**config.mk**
```make
export PLATFORM = sky130hd
export DESIGN_NAME = bullet_fire_ctrl_flat
export DESIGN_NICKNAME = d
export VERILOG_FILES = /design/src/rtl/tank_pkg.sv /design/src/rtl/bullet_fire_ctrl_if.sv /design/src/rtl/key_edge_detect.sv /design/src/rtl/bullet_fire_ctrl.sv /design/src/flat_wrapper.sv
export SDC_FILE = /design/constraint.sdc
export NUM_CORES = 1
export LEC_CHECK = 0
export CAP_MARGIN = 20
export CORE_ASPECT_RATIO = 1.2
export CORE_UTILIZATION = 47
export DETAILED_ROUTE_END_ITERATION = 12
export PLACE_DENSITY_LB_ADDON = 0.2
export SLEW_MARGIN = 20
export SYNTH_ARGS = -nofsm -noshare
export SYNTH_HDL_FRONTEND = slang
export SYNTH_SLANG_ARGS = --single-unit
```
**constraint.sdc**
```tcl
create_clock -name frame_clk -period 4 [get_ports frame_clk]
set_input_delay 1.2 -clock frame_clk [delete_from_list [all_inputs] [get_ports frame_clk]]
set_output_delay 1.2 -clock frame_clk [all_outputs]
set_load 0.1 [all_outputs]
```
**src/rtl/tank_pkg.sv**
```systemverilog
// Shared tank definitions: fire-control state encoding, default slot count and
// fire key, and a priority encoder used to pick a free bullet slot.
package tank_pkg;

  localparam int unsigned DEFAULT_N_BULLETS = 5;
  localparam logic [7:0]  DEFAULT_FIRE_KEY  = 8'h2C;

  // Widest slot vector lowest_set() can encode.
  localparam int unsigned MAX_SLOTS = 32;

  typedef enum logic [1:0] {
    IDLE,
    ISSUE,
    WAIT_ACK,
    COOLDOWN
  } fire_state_t;

  // Index of the lowest set bit; 0 when nothing is set (callers test |v first).
  function automatic logic [4:0] lowest_set(input logic [MAX_SLOTS-1:0] v);
    lowest_set = '0;
    for (int i = MAX_SLOTS - 1; i >= 0; i--) begin
      if (v[i]) lowest_set = 5'(i);
    end
  endfunction

endpackage

```
**src/rtl/bullet_fire_ctrl_if.sv**
```systemverilog
// Bus between the fire controller and the per-tank bullet instances.
//   create         controller -> bullets  one-hot create pulse
//   bullet_active  bullets -> controller  is_bullet_active from each slot
interface bullet_fire_ctrl_if
  import tank_pkg::*;
#(
  parameter int unsigned N_BULLETS = DEFAULT_N_BULLETS
);

  logic [N_BULLETS-1:0] create;
  logic [N_BULLETS-1:0] bullet_active;

  modport master (output create, input  bullet_active);
  modport slave  (input  create, output bullet_active);

endinterface

```
**src/rtl/key_edge_detect.sv**
```systemverilog
// Detects a new press of one key in the packed four-byte HID keycode word.
// Shared by the fire, turret and move key paths.
//   frame_clk   in  frame clock
//   Reset       in  synchronous active-low reset
//   keycode     in  four packed HID keycodes [31:24]..[7:0]
//   press_edge  out key present now and absent in the previous frame
module key_edge_detect #(
  parameter logic [7:0] KEY = 8'h00  // 0 disables the key entirely
) (
  input  logic        frame_clk,
  input  logic        Reset,
  input  logic [31:0] keycode,
  output logic        press_edge
);

  logic key_hit;
  logic key_prev;

  // NOTE: every combinational output gets a default first, so no path can
  // leave it unassigned and infer a latch.
  always_comb begin
    key_hit = 1'b0;
    if (KEY != 8'h00) begin
      for (int i = 0; i < 4; i++) begin
        if (keycode[8*i +: 8] == KEY) key_hit = 1'b1;
      end
    end
  end

  // key_prev resets high so a key held through reset is not seen as a press.
  // NOTE: registers use non-blocking assignments so every flop samples the
  // pre-edge values regardless of statement order.
  always_ff @(posedge frame_clk) begin
    if (!Reset) key_prev <= 1'b1;
    else        key_prev <= key_hit;
  end

  assign press_edge = key_hit & ~key_prev;

endmodule

```
**src/rtl/bullet_fire_ctrl.sv**
```systemverilog
// Fire-control stage upstream of the per-tank bullet instances. Turns a fire
// key press into a one-cycle create pulse to the lowest free bullet slot,
// waits for that slot to go active, then holds off for a refire cooldown.
//   frame_clk    in   frame clock
//   Reset        in   synchronous active-low reset
//   enable       in   tank alive / game running; low inhibits firing
//   keycode      in   four packed HID keycodes
//   bus          master side: create out, bullet_active in
//   slot_sel     out  slot of the most recent shot
//   fire_busy    out  high whenever the controller is not idle
//   shots_fired  out  shot counter, wraps 255 -> 0
//   ack_err      out  sticky: a slot failed to go active in time
module bullet_fire_ctrl
  import tank_pkg::*;
#(
  parameter int unsigned N_BULLETS   = DEFAULT_N_BULLETS,
  parameter logic [7:0]  FIRE_KEY    = DEFAULT_FIRE_KEY,
  parameter int unsigned COOLDOWN    = 15,
  parameter int unsigned ACK_TIMEOUT = 4,
  localparam int unsigned SLOT_W = (N_BULLETS > 1) ? $clog2(N_BULLETS) : 1
) (
  input  logic               frame_clk,
  input  logic               Reset,
  input  logic               enable,
  input  logic [31:0]        keycode,
  bullet_fire_ctrl_if.master bus,
  output logic [SLOT_W-1:0]  slot_sel,
  output logic               fire_busy,
  output logic [7:0]         shots_fired,
  output logic               ack_err
);

  localparam int unsigned ACK_W = (ACK_TIMEOUT > 1) ? $clog2(ACK_TIMEOUT) : 1;
  localparam int unsigned CD_W  = (COOLDOWN > 1) ? $clog2(COOLDOWN) : 1;
  localparam logic [ACK_W-1:0] ACK_LAST = ACK_W'(ACK_TIMEOUT - 1);
  localparam logic [CD_W-1:0]  CD_LOAD  = CD_W'((COOLDOWN > 0) ? COOLDOWN - 1 : 0);

  // The COOLDOWN parameter shadows the imported state literal, so the state
  // is always written as tank_pkg::COOLDOWN below.
  fire_state_t state_q, state_d;

  logic [N_BULLETS-1:0] create_q, create_d;
  logic [SLOT_W-1:0]    slot_d;
  logic [7:0]           shots_d;
  logic                 ack_err_d;
  logic [ACK_W-1:0]     ack_cnt_q, ack_cnt_d;
  logic [CD_W-1:0]      cd_cnt_q, cd_cnt_d;

  logic                 press_edge;
  logic [N_BULLETS-1:0] free;
  logic [SLOT_W-1:0]    sel;

  key_edge_detect #(.KEY(FIRE_KEY)) u_fire_key (
    .frame_clk  (frame_clk),
    .Reset      (Reset),
    .keycode    (keycode),
    .press_edge (press_edge)
  );

  // A slot dropping active in the same cycle as the press already counts as free.
  assign free = ~bus.bullet_active;
  assign sel  = SLOT_W'(lowest_set(MAX_SLOTS'(free)));

  always_comb begin
    state_d   = state_q;
    create_d  = '0;
    slot_d    = slot_sel;
    shots_d   = shots_fired;
    ack_err_d = ack_err;
    ack_cnt_d = ack_cnt_q;
    cd_cnt_d  = cd_cnt_q;

    unique case (state_q)
      IDLE: begin
        // Presses that cannot be served here are dropped, never queued.
        if (press_edge && enable && (|free)) begin
          state_d       = ISSUE;
          slot_d        = sel;
          shots_d       = shots_fired + 8'd1;
          create_d[sel] = 1'b1;
        end
      end
      ISSUE: begin
        state_d   = WAIT_ACK;
        ack_cnt_d = '0;
      end
      WAIT_ACK: begin
        if (bus.bullet_active[slot_sel] || (ack_cnt_q == ACK_LAST)) begin
          if (!bus.bullet_active[slot_sel]) ack_err_d = 1'b1;
          if (COOLDOWN == 0) begin
            state_d = IDLE;
          end else begin
            state_d  = tank_pkg::COOLDOWN;
            cd_cnt_d = CD_LOAD;
          end
        end else begin
          ack_cnt_d = ack_cnt_q + 1'b1;
        end
      end
      tank_pkg::COOLDOWN: begin
        if (cd_cnt_q == '0) state_d = IDLE;
        else                cd_cnt_d = cd_cnt_q - 1'b1;
      end
      default: state_d = IDLE;
    endcase

    // A create already registered still finishes its single cycle.
    if (!enable) begin
      state_d   = IDLE;
      ack_cnt_d = '0;
      cd_cnt_d  = '0;
    end
  end

  always_ff @(posedge frame_clk) begin
    if (!Reset) begin
      state_q     <= IDLE;
      create_q    <= '0;
      slot_sel    <= '0;
      fire_busy   <= 1'b0;
      shots_fired <= '0;
      ack_err     <= 1'b0;
      ack_cnt_q   <= '0;
      cd_cnt_q    <= '0;
    end else begin
      state_q     <= state_d;
      create_q    <= create_d;
      slot_sel    <= slot_d;
      fire_busy   <= (state_d != IDLE);
      shots_fired <= shots_d;
      ack_err     <= ack_err_d;
      ack_cnt_q   <= ack_cnt_d;
      cd_cnt_q    <= cd_cnt_d;
    end
  end

  assign bus.create = create_q;

endmodule

```
**src/flat_wrapper.sv**
```systemverilog
// flat-port wrapper written by rule: the top's interface ports become plain ports
module bullet_fire_ctrl_flat import tank_pkg::*;
#(
  parameter int unsigned N_BULLETS   = DEFAULT_N_BULLETS,
  parameter logic [7:0]  FIRE_KEY    = DEFAULT_FIRE_KEY,
  parameter int unsigned COOLDOWN    = 15,
  parameter int unsigned ACK_TIMEOUT = 4,
  localparam int unsigned SLOT_W = (N_BULLETS > 1) ? $clog2(N_BULLETS) : 1
)
  (frame_clk, Reset, enable, keycode, slot_sel, fire_busy, shots_fired, ack_err, bus_create, bus_bullet_active);
  bullet_fire_ctrl_if #(.N_BULLETS(N_BULLETS)) bus_i ();
  input  logic frame_clk;
  input  logic Reset;
  input  logic enable;
  input  logic [31:0] keycode;
  output logic [SLOT_W-1:0] slot_sel;
  output logic fire_busy;
  output logic [7:0] shots_fired;
  output logic ack_err;
  output wire logic [$bits(bus_i.create)-1:0] bus_create;
  input wire logic [$bits(bus_i.bullet_active)-1:0] bus_bullet_active;
  assign bus_create = bus_i.create;
  assign bus_i.bullet_active = bus_bullet_active;
  bullet_fire_ctrl #(.N_BULLETS(N_BULLETS), .FIRE_KEY(FIRE_KEY), .COOLDOWN(COOLDOWN), .ACK_TIMEOUT(ACK_TIMEOUT)) u_core (.frame_clk(frame_clk), .Reset(Reset), .enable(enable), .keycode(keycode), .bus(bus_i), .slot_sel(slot_sel), .fire_busy(fire_busy), .shots_fired(shots_fired), .ack_err(ack_err));
endmodule
```
==> reports/metrics.yaml, run 1 <==
crit_type: "flip-flop to output pin"
clock_path_buffers: 2
powerDensity_nw_per_um2: 222
yosys-top-cells-area: "dfxtp_1 36%, a21oi_1 4.0%, mux2i_1 4.0%"
p_leak_nw: 0.687
synth_cell_type_count: 48
hold_class: "flip-flop to flip-flop"
hpwl_mm: 2.97
fill_cells: 255
die_y_um: 63.7
synth-seq-area-share: 0.363
ctsResizeCount: 0
status: "finished clean"
diodes: 0
netlist_area_um2: 1490
final_cell_mix: "54 x clkdlybuf4s50_1, 27 x dfxtp_1, 12 x a21oi_1"
dp.cells: 253
required_ns: 2.80
rsz0062_at_grt: "no"
nNetsFinal: 265
cts_inserted_buffers: 3
area.growth.synth_to_final_pct: 40.8
yosys_warnings: 0
finalCritPeriodShare: 0.789
crit_slowest_cell: "clkdlybuf4s50_1"
cts.hold.buffers_added: 0
core_area_um2: 3030
finClkSkew_ns: 0.00962
wire_per_inst_um: 14.8
grtUsageTotal: 0.244
max_cap_violations: 0
stdcell_count: 257
post-cts-setup-buffers: 0
wl_mm: 3.81
setup_viol: 0
first_iter_violations: 63
async_flop_share: 0
antenna_left: 0
portBuffers: 57
clock_latency_ns: 0.34
critPathTopFamily: "buffers and inverters"
globalplace.congestion: 0.818
syn_nets: 209
cp_slowest_stage_delay_ns: 1.17
fin_ws_ns: 0.846
synth_top_area_frac: 0.363
worstSetupStartpointType: "flip-flop"
worst_pin_slew_ns: 0.981
htreeDepth: 1
r2r-start: "u_core.slot_sel[1]"
path_buf_inv: 1
drt_pass1_iterations: 4
synth_edf_count: 0
vias: 1510
cts-root-buf: "clkbuf_4"
drv_slew: 0
avgSynthCellArea_um2: 8.97
mostFrequentLayoutCell: "clkdlybuf4s50_1"
drc: 0
cp_cell_sequence: "clkdlybuf4s50_1"
antenna_found_initial: 0
grt_pass1_vias: 1513
die_area_um2: 3400
clock_sinks: 27
initial_core_util: 0.492
cts_tree: "built"
grt_pass1_wl_mm: 6.20
hp-start: "u_core.shots_fired[7]"
crit_path_end_kind: "output pin"
row_count: 22
grt_overflow: 0
path_clk_slew_ns: 0.14
ys_ff_latch: 27
startpoint: "u_core.shots_fired[2]"
drive_above_1_share: 0.0950
dpl_worst_slack_ns: 0.868
synthFlopType: "dfxtp_1"
synth_top_area_cell: "dfxtp_1"
fin_crit_ns: 3.15
hold_viol: 0
fmax_mhz: 317
relSlewSlack: 0.344
die_w_um: 53.4
io_pins: 58
vdd_drop_max_mv: 0.164
worstPathArrival_ns: 1.95
syn_inst: 166
critPathMaxFanout: 6
grt_max_degree: 23
fin_setup_tns_ns: 0
viasPerCell: 5.88
## final timing paths
kind / endpoint / slack, ns / cells past startpoint
max: shots_fired[2] / 0.85 / 1
min: u_core.shots_fired[7] / 0.48 / 2
max reg2reg: u_core.ack_cnt_q[0] / 2.14 / 5
min reg2reg: u_core.shots_fired[7] / 0.48 / 2
## sequential cells by signal, indices dropped and copies added, names as in the netlist
signal                      count
u_core.shots_fired              8
u_core.bus.create               5
u_core.cd_cnt_q                 4
u_core.slot_sel                 3
u_core.ack_cnt_q                2
u_core.state_q                  2
u_core.ack_err                  1
u_core.fire_busy                1
u_core.u_fire_key.key_prev      1
## through the flow
stage	cell area [um2]	total power, W	utilization	hold WS [ns]
3_3_place_gp	2070	0.000344	0.683	0.452
4_1_cts	2100	0.000467	0.692	0.488
3_5_place_dp	2070	0.000347	0.683	0.466
2_1_floorplan	1490	0.000299	-	0.470
6_report	2100	0.000464	0.692	0.481
5_1_grt	2100	0.000479	0.692	0.519
## cells in the mapped netlist, types with 2 or more instances
cell      instances
a211oi_1          2
clkbuf_1          5
ha_1              3
a21oi_1          12
or4_1             2
nand4b_1          2
o211ai_1          2
o31ai_1           4
mux2i_1           6
nand3_1           9
o41ai_1           3
a211o_1           2
nor4b_1           2
nor3_1            3
nand2_1          11
nor4b_2           2
dfxtp_1          27
nor2_1           11
o21ai_0           3
inv_1             7
o21ai_2           2
o21a_1            2
nor2b_1           3
nand2b_1          6
nand4_1           7
o311ai_0          3
nor4_1            4
## per-layer routing
| metal | global-route usage | up-vias | wire, um |
|---|---|---|---|
| met3 | 0.0362 | 7 | 168 |
| met1 | 0.274 | 702 | 1590 |
| met2 | 0.428 | 55 | 1960 |
| li1 | - | 746 | - |
| met4 | 0.118 | 0 | 80 |
| met5 | 0 | - | 0 |
## layout make-up
| cell class | count | area, um2 | area share |
|---|---|---|---|
| multi-input cells | 125 | 887 | 0.423 |
| repair buffers | 58 | 571 | 0.272 |
| well taps | 36 | 45.0 | 0.0215 |
| inverters | 7 | 26.3 | 0.0125 |
| flip-flops and latches | 27 | 541 | 0.258 |
| clock buffers | 4 | 26.3 | 0.0125 |
## cells by family after synthesis
logic type,synth area share
DFF,0.363
adders and majority gates,0.0252
muxes,0.0403
buffers and inverters,0.0412
and+or+nand+nor,0.320
xor gates and xnor gates,0.00588
AOI/OAI and AO/OA,0.204
## where the power goes
group          switching, W  internal (W)
Clock             0.0000843     0.0000392
Sequential      0.000000319      0.000270
Combinational     0.0000276     0.0000432
Total              0.000112      0.000352
No activity file was read; power rests on OpenSTA's default activity.
==> inputs of run 2 (changes only) <==
Settings changed: CORE_UTILIZATION 47 to 39.
Clock period 4 ns to 2.9 ns, I/O delays scaled along.
==> run 2 against run 1 <==
Net effect:
- clock skew increased by 0.0011 ns
- cell count is 8.2% higher
- flip-flop and latch count did not move
- via count is 0.33% higher
- clock-buffer cell count shrank 1
- total power rose by 48%
- first-iteration DRC count is 4.8% higher
- critical path type is now primary input to flip-flop
==> reports/metrics.yaml, run 2 (synthesis gave the netlist of run 1 again) <==
stdcell_count: 278
hold_viol: 0
rsz0062_at_grt: "no"
path_clk_slew_ns: 0.10
vdd_drop_max_mv: 0.172
antenna_found_initial: 0
wl_mm: 3.71
fin_ws_ns: 0.460
dpl_worst_slack_ns: 0.135
crit_type: "primary input to flip-flop"
drc: 0
vias: 1515
powerDensity_nw_per_um2: 321
power_w: 0.000686
finalCritPeriodShare: 0.841
drt_pass1_iterations: 4
dp.cells: 274
grt_pass1_vias: 1470
fmax_mhz: 410
die_w_um: 58.4
die_area_um2: 4070
grt_overflow: 0
relSlewSlack: 0.641
row_count: 24
required_ns: 3.11
largest_reg_flops: 8
clock_path_buffers: 2
fill_cells: 329
grtUsageTotal: 0.196
antenna_left: 0
diodes: 0
worstPathArrival_ns: 2.65
fin_setup_tns_ns: 0
p_leak_nw: 0.752
initial_core_util: 0.410
clock_latency_ns: 0.27
drv_slew: 0
max_cap_violations: 0
critPathMaxFanout: 22
nNetsFinal: 270
finClkSkew_ns: 0.0107
viasPerCell: 5.45
die_y_um: 69.7
ctsResizeCount: 0
hpwl_mm: 2.95
htreeDepth: 1
top_register: "u_core.shots_fired"
globalplace.congestion: 0.775
portBuffers: 57
crit_path_end_kind: "flip-flop"
wire_per_inst_um: 13.4
hold_class: "flip-flop to flip-flop"
cts-root-buf: "clkbuf_8"
status: "finished clean"
clock_sinks: 27
first_iter_violations: 66
io_pins: 58
setup_viol: 0
area.growth.synth_to_final_pct: 43.4
multi_input_comb_area_um2: 887
worst_pin_slew_ns: 0.537
final_cell_mix: "39 x clkdlybuf4s50_1, 27 x dfxtp_1, 24 x buf_4"
cts_inserted_buffers: 3
worstSetupStartpointType: "primary input"
grt_max_degree: 23
cts_tree: "built"
grt_pass1_wl_mm: 6.31
drive_above_1_share: 0.186
ff_latch_area_um2: 541
fin_crit_ns: 2.44
post-cts-setup-buffers: 0
cts.hold.buffers_added: 0
mostFrequentLayoutCell: "clkdlybuf4s50_1"
core_area_um2: 3630
## run 2: cell count changes in the layout (fill, tap and decap cells not counted)
cell and change:
buf_4 +20, clkinv_2 +1, clkbuf_4 -3, clkdlybuf4s50_1 -15, clkbuf_1 -1, clkbuf_8 +3
## run 2: path summary, 6_finish.rpt
path,depth (start not counted),end,slack [ns],startpoint
setup / recovery,6,u_core.bus.create[1],0.46,keycode[28]
hold / removal,2,u_core.shots_fired[7],0.49,u_core.shots_fired[7]
setup reg to reg,5,u_core.ack_cnt_q[0],1.03,u_core.slot_sel[1]
hold reg to reg,2,u_core.shots_fired[7],0.49,u_core.shots_fired[7]
## run 2: through the flow
stage	hold WS, ns	utilization	cell area (um2)
after floorplan	0.470	-	1490
after global placement	0.461	0.575	2090
after detailed placement	0.472	0.575	2090
after CTS	0.494	0.588	2140
after global routing	0.531	0.588	2140
final	0.490	0.588	2140
## run 2: where the power goes
group | switching [W] | leakage (nW) | internal (W)
registers | 0.000000421 | 0.218 | 0.000371
logic | 0.0000391 | 0.509 | 0.0000640
clock network | 0.000115 | 0.0255 | 0.0000962
total | 0.000154 | 0.752 | 0.000532
## run 2: cell type report
| type | instances | share of cell area |
|---|---|---|
| Sequential cell | 27 | 0.253 |
| Clock inverter | 1 | 0.00234 |
| Clock buffer | 3 | 0.0193 |
| Inverter | 7 | 0.0123 |
| Timing Repair Buffer | 63 | 0.267 |
| Tap cell | 52 | 0.0305 |
| Multi-Input combinational cell | 125 | 0.415 |
## run 2: critical path, cell delays in order
cell,delay [ns]
clkdlybuf4s50_1,0.41
nor4b_2,0.29
nand4_1,0.12
and4_4,0.27
or4_4,0.53
nor3b_2,0.16
## run 2: per-layer routing
layer,vias up,global-route usage,share of wire
li1,753,-,-
met1,702,0.233,0.41
met2,58,0.354,0.52
met3,2,0.0280,0.058
met4,0,0.0556,0.0065
met5,-,0,0
==> inputs of run 3 (changes only) <==
Settings changed: CORE_UTILIZATION 39 to 43.
Clock period 2.9 ns to 2.3 ns, I/O delays scaled along.
==> run 3 against run 2 <==
Net effect:
- clock skew shrank 0.0046 ns
- design area rose by 10%
- sequential power up 26%
- non-clock buffer count rose by 16
- combinational power grew 41%
- worst setup slack worse by 0.38 ns
- via count increased by 7.0%
- first-iteration DRC count decreased by 14%
- die area shrank 9.0%
- sequential share of layout area fell by 2.3 points
- global-route usage rose by 3.8 points
- routed wire length rose by 20%
==> reports/metrics.yaml, run 3 (synthesis gave the netlist of run 1 again) <==
antenna_left: 0
die_y_um: 66.5
fin_crit_ns: 2.22
grt_pass1_vias: 1626
critPathMaxFanout: 19
grt_use_met2: 0.452
globalplace.congestion: 0.769
drt_pass1_iterations: 4
powerDensity_nw_per_um2: 385
worst_pin_slew_ns: 0.731
largest_reg_flops: 8
vdd_drop_max_mv: 0.335
final_cell_mix: "39 x buf_4, 26 x dfxtp_1, 23 x clkdlybuf4s50_1"
grt_overflow: 0
status: "finished clean"
vias: 1621
rr_endpoint: "u_core.bus.create[1]"
drv_slew: 0
portBuffers: 57
viasPerCell: 5.77
diodes: 0
first_iter_violations: 57
clock_sinks: 27
grt_pass1_wl_mm: 6.87
fmax_mhz: 451
max_cap_violations: 0
crit_path_end_kind: "flip-flop"
row_count: 23
p_leak_nw: 0.998
crit_end: "u_core.bus.create[1]"
area.growth.synth_to_final_pct: 58.1
crit_type: "primary input to flip-flop"
initial_core_util: 0.450
clock_latency_ns: 0.29
wl_mm: 4.47
finalCritPeriodShare: 0.964
relSlewSlack: 0.512
startpoint: "enable"
wire_per_inst_um: 15.9
r2r_cells: 3
rsz0062_at_grt: "yes"
antenna_found_initial: 0
drc: 0
grtUsageMet1: 0.255
switching_share: 0.249
power_w: 0.000906
fill_cells: 231
grt_max_degree: 20
hpwl_mm: 3.15
hold_class: "flip-flop to flip-flop"
setup_viol: 0
whs_path_depth: 2
worstSetupStartpointType: "primary input"
p_comb_frac: 0.160
worstPathArrival_ns: 2.43
cts_tree: "built"
power.internal_w: 0.000680
die_w_um: 55.7
path_clk_slew_ns: 0.10
die_area_um2: 3700
r2r-start: "u_core.state_q[0]"
required_ns: 2.52
htreeDepth: 1
grtUsageMet3: 0.0291
grtUsageTotal: 0.234
clkPwrFrac: 0.322
power_switching_w: 0.000225
cts_inserted_buffers: 3
nNetsFinal: 288
clock_path_buffers: 2
mostFrequentLayoutCell: "buf_4"
grt-busiest-layer: "met2"
finClkSkew_ns: 0.00614
io_pins: 58
final_core_util: 0.711
rrSetupSlack_ns: 0.53
core_area_um2: 3310
cts.hold.buffers_added: 0
top_register: "u_core.shots_fired"
drive_above_1_share: 0.258
hold_viol: 0
seqPwrFrac: 0.518
cts-root-buf: "clkbuf_8"
run 3: changes by cell type in the layout (fill, tap and decap cells not counted), sizes merged:
cell / delta
clkdlybuf4s50: -16
clkinvlp: +1
and4: +2
dlymetal6s2s: +16
buf: +16
clkinv: -1
run 3: power groups by stage:
stage / clock network, W / logic (W) / registers (W)
final: 0.000291 / 0.000145 / 0.000469
after global routing: 0.000305 / 0.000155 / 0.000469
after CTS: 0.000289 / 0.000140 / 0.000469
after detailed placement: 0 / 0.000139 / 0.000480
after global placement: 0 / 0.000136 / 0.000480
after floorplan: 0 / 0.0000380 / 0.000481
run 3: stage by stage:
step	area (um2)	instances	worst slack (ns)	setup TNS, ns	hold slack (ns)
after floorplan	1490	166	0.00925	0	0.470
after global placement	2170	271	-0.218	-2.57	0.453
after detailed placement	2170	271	-0.288	-3.43	0.462
after CTS	2220	275	0.00450	0	0.480
after global routing	2350	281	-0.0246	-0.0259	0.494
final	2350	281	0.0823	0	0.476
run 3: how the worst min path moves through the flow:
stage                           from               endpoint  slack (ns)
4_1_cts        u_core.shots_fired[7]  u_core.shots_fired[7]        0.48
3_3_place_gp   u_core.shots_fired[7]  u_core.shots_fired[7]        0.45
3_5_place_dp          u_core.ack_err         u_core.ack_err        0.46
2_1_floorplan     u_core.cd_cnt_q[1]     u_core.cd_cnt_q[1]        0.47
6_report       u_core.shots_fired[7]  u_core.shots_fired[7]        0.48
5_1_grt        u_core.shots_fired[7]  u_core.shots_fired[7]        0.49
run 3: area by class of cell:
cell class | count | area (um2) | area share
tap | 37 | 46.3 | 0.0197
clock inverter | 1 | 7.51 | 0.00319
sequential | 27 | 542 | 0.230
clock buffer | 3 | 41.3 | 0.0175
inverter | 7 | 26.3 | 0.0112
multi-input combinational | 127 | 947 | 0.402
timing repair buffer | 79 | 743 | 0.316
run 3: repair_timing:
item	in CTS	in global routing
setup endpoints to repair	0	11
hold endpoints to repair	0	0
gates resized for setup	0	22
setup buffers	0	4
run 3: worst max-delay path, stage by stage:
cell             delay (ns)
clkdlybuf4s50_1        0.50
nor2b_1                0.26
o21ai_2                0.27
or4_4                  0.52
nor3b_2                0.20
run 3: per-layer routing:
metal	part of all wire	routed length (um)
met5	0	0
met4	0.028	123
met1	0.40	1780
met2	0.54	2430
met3	0.030	136
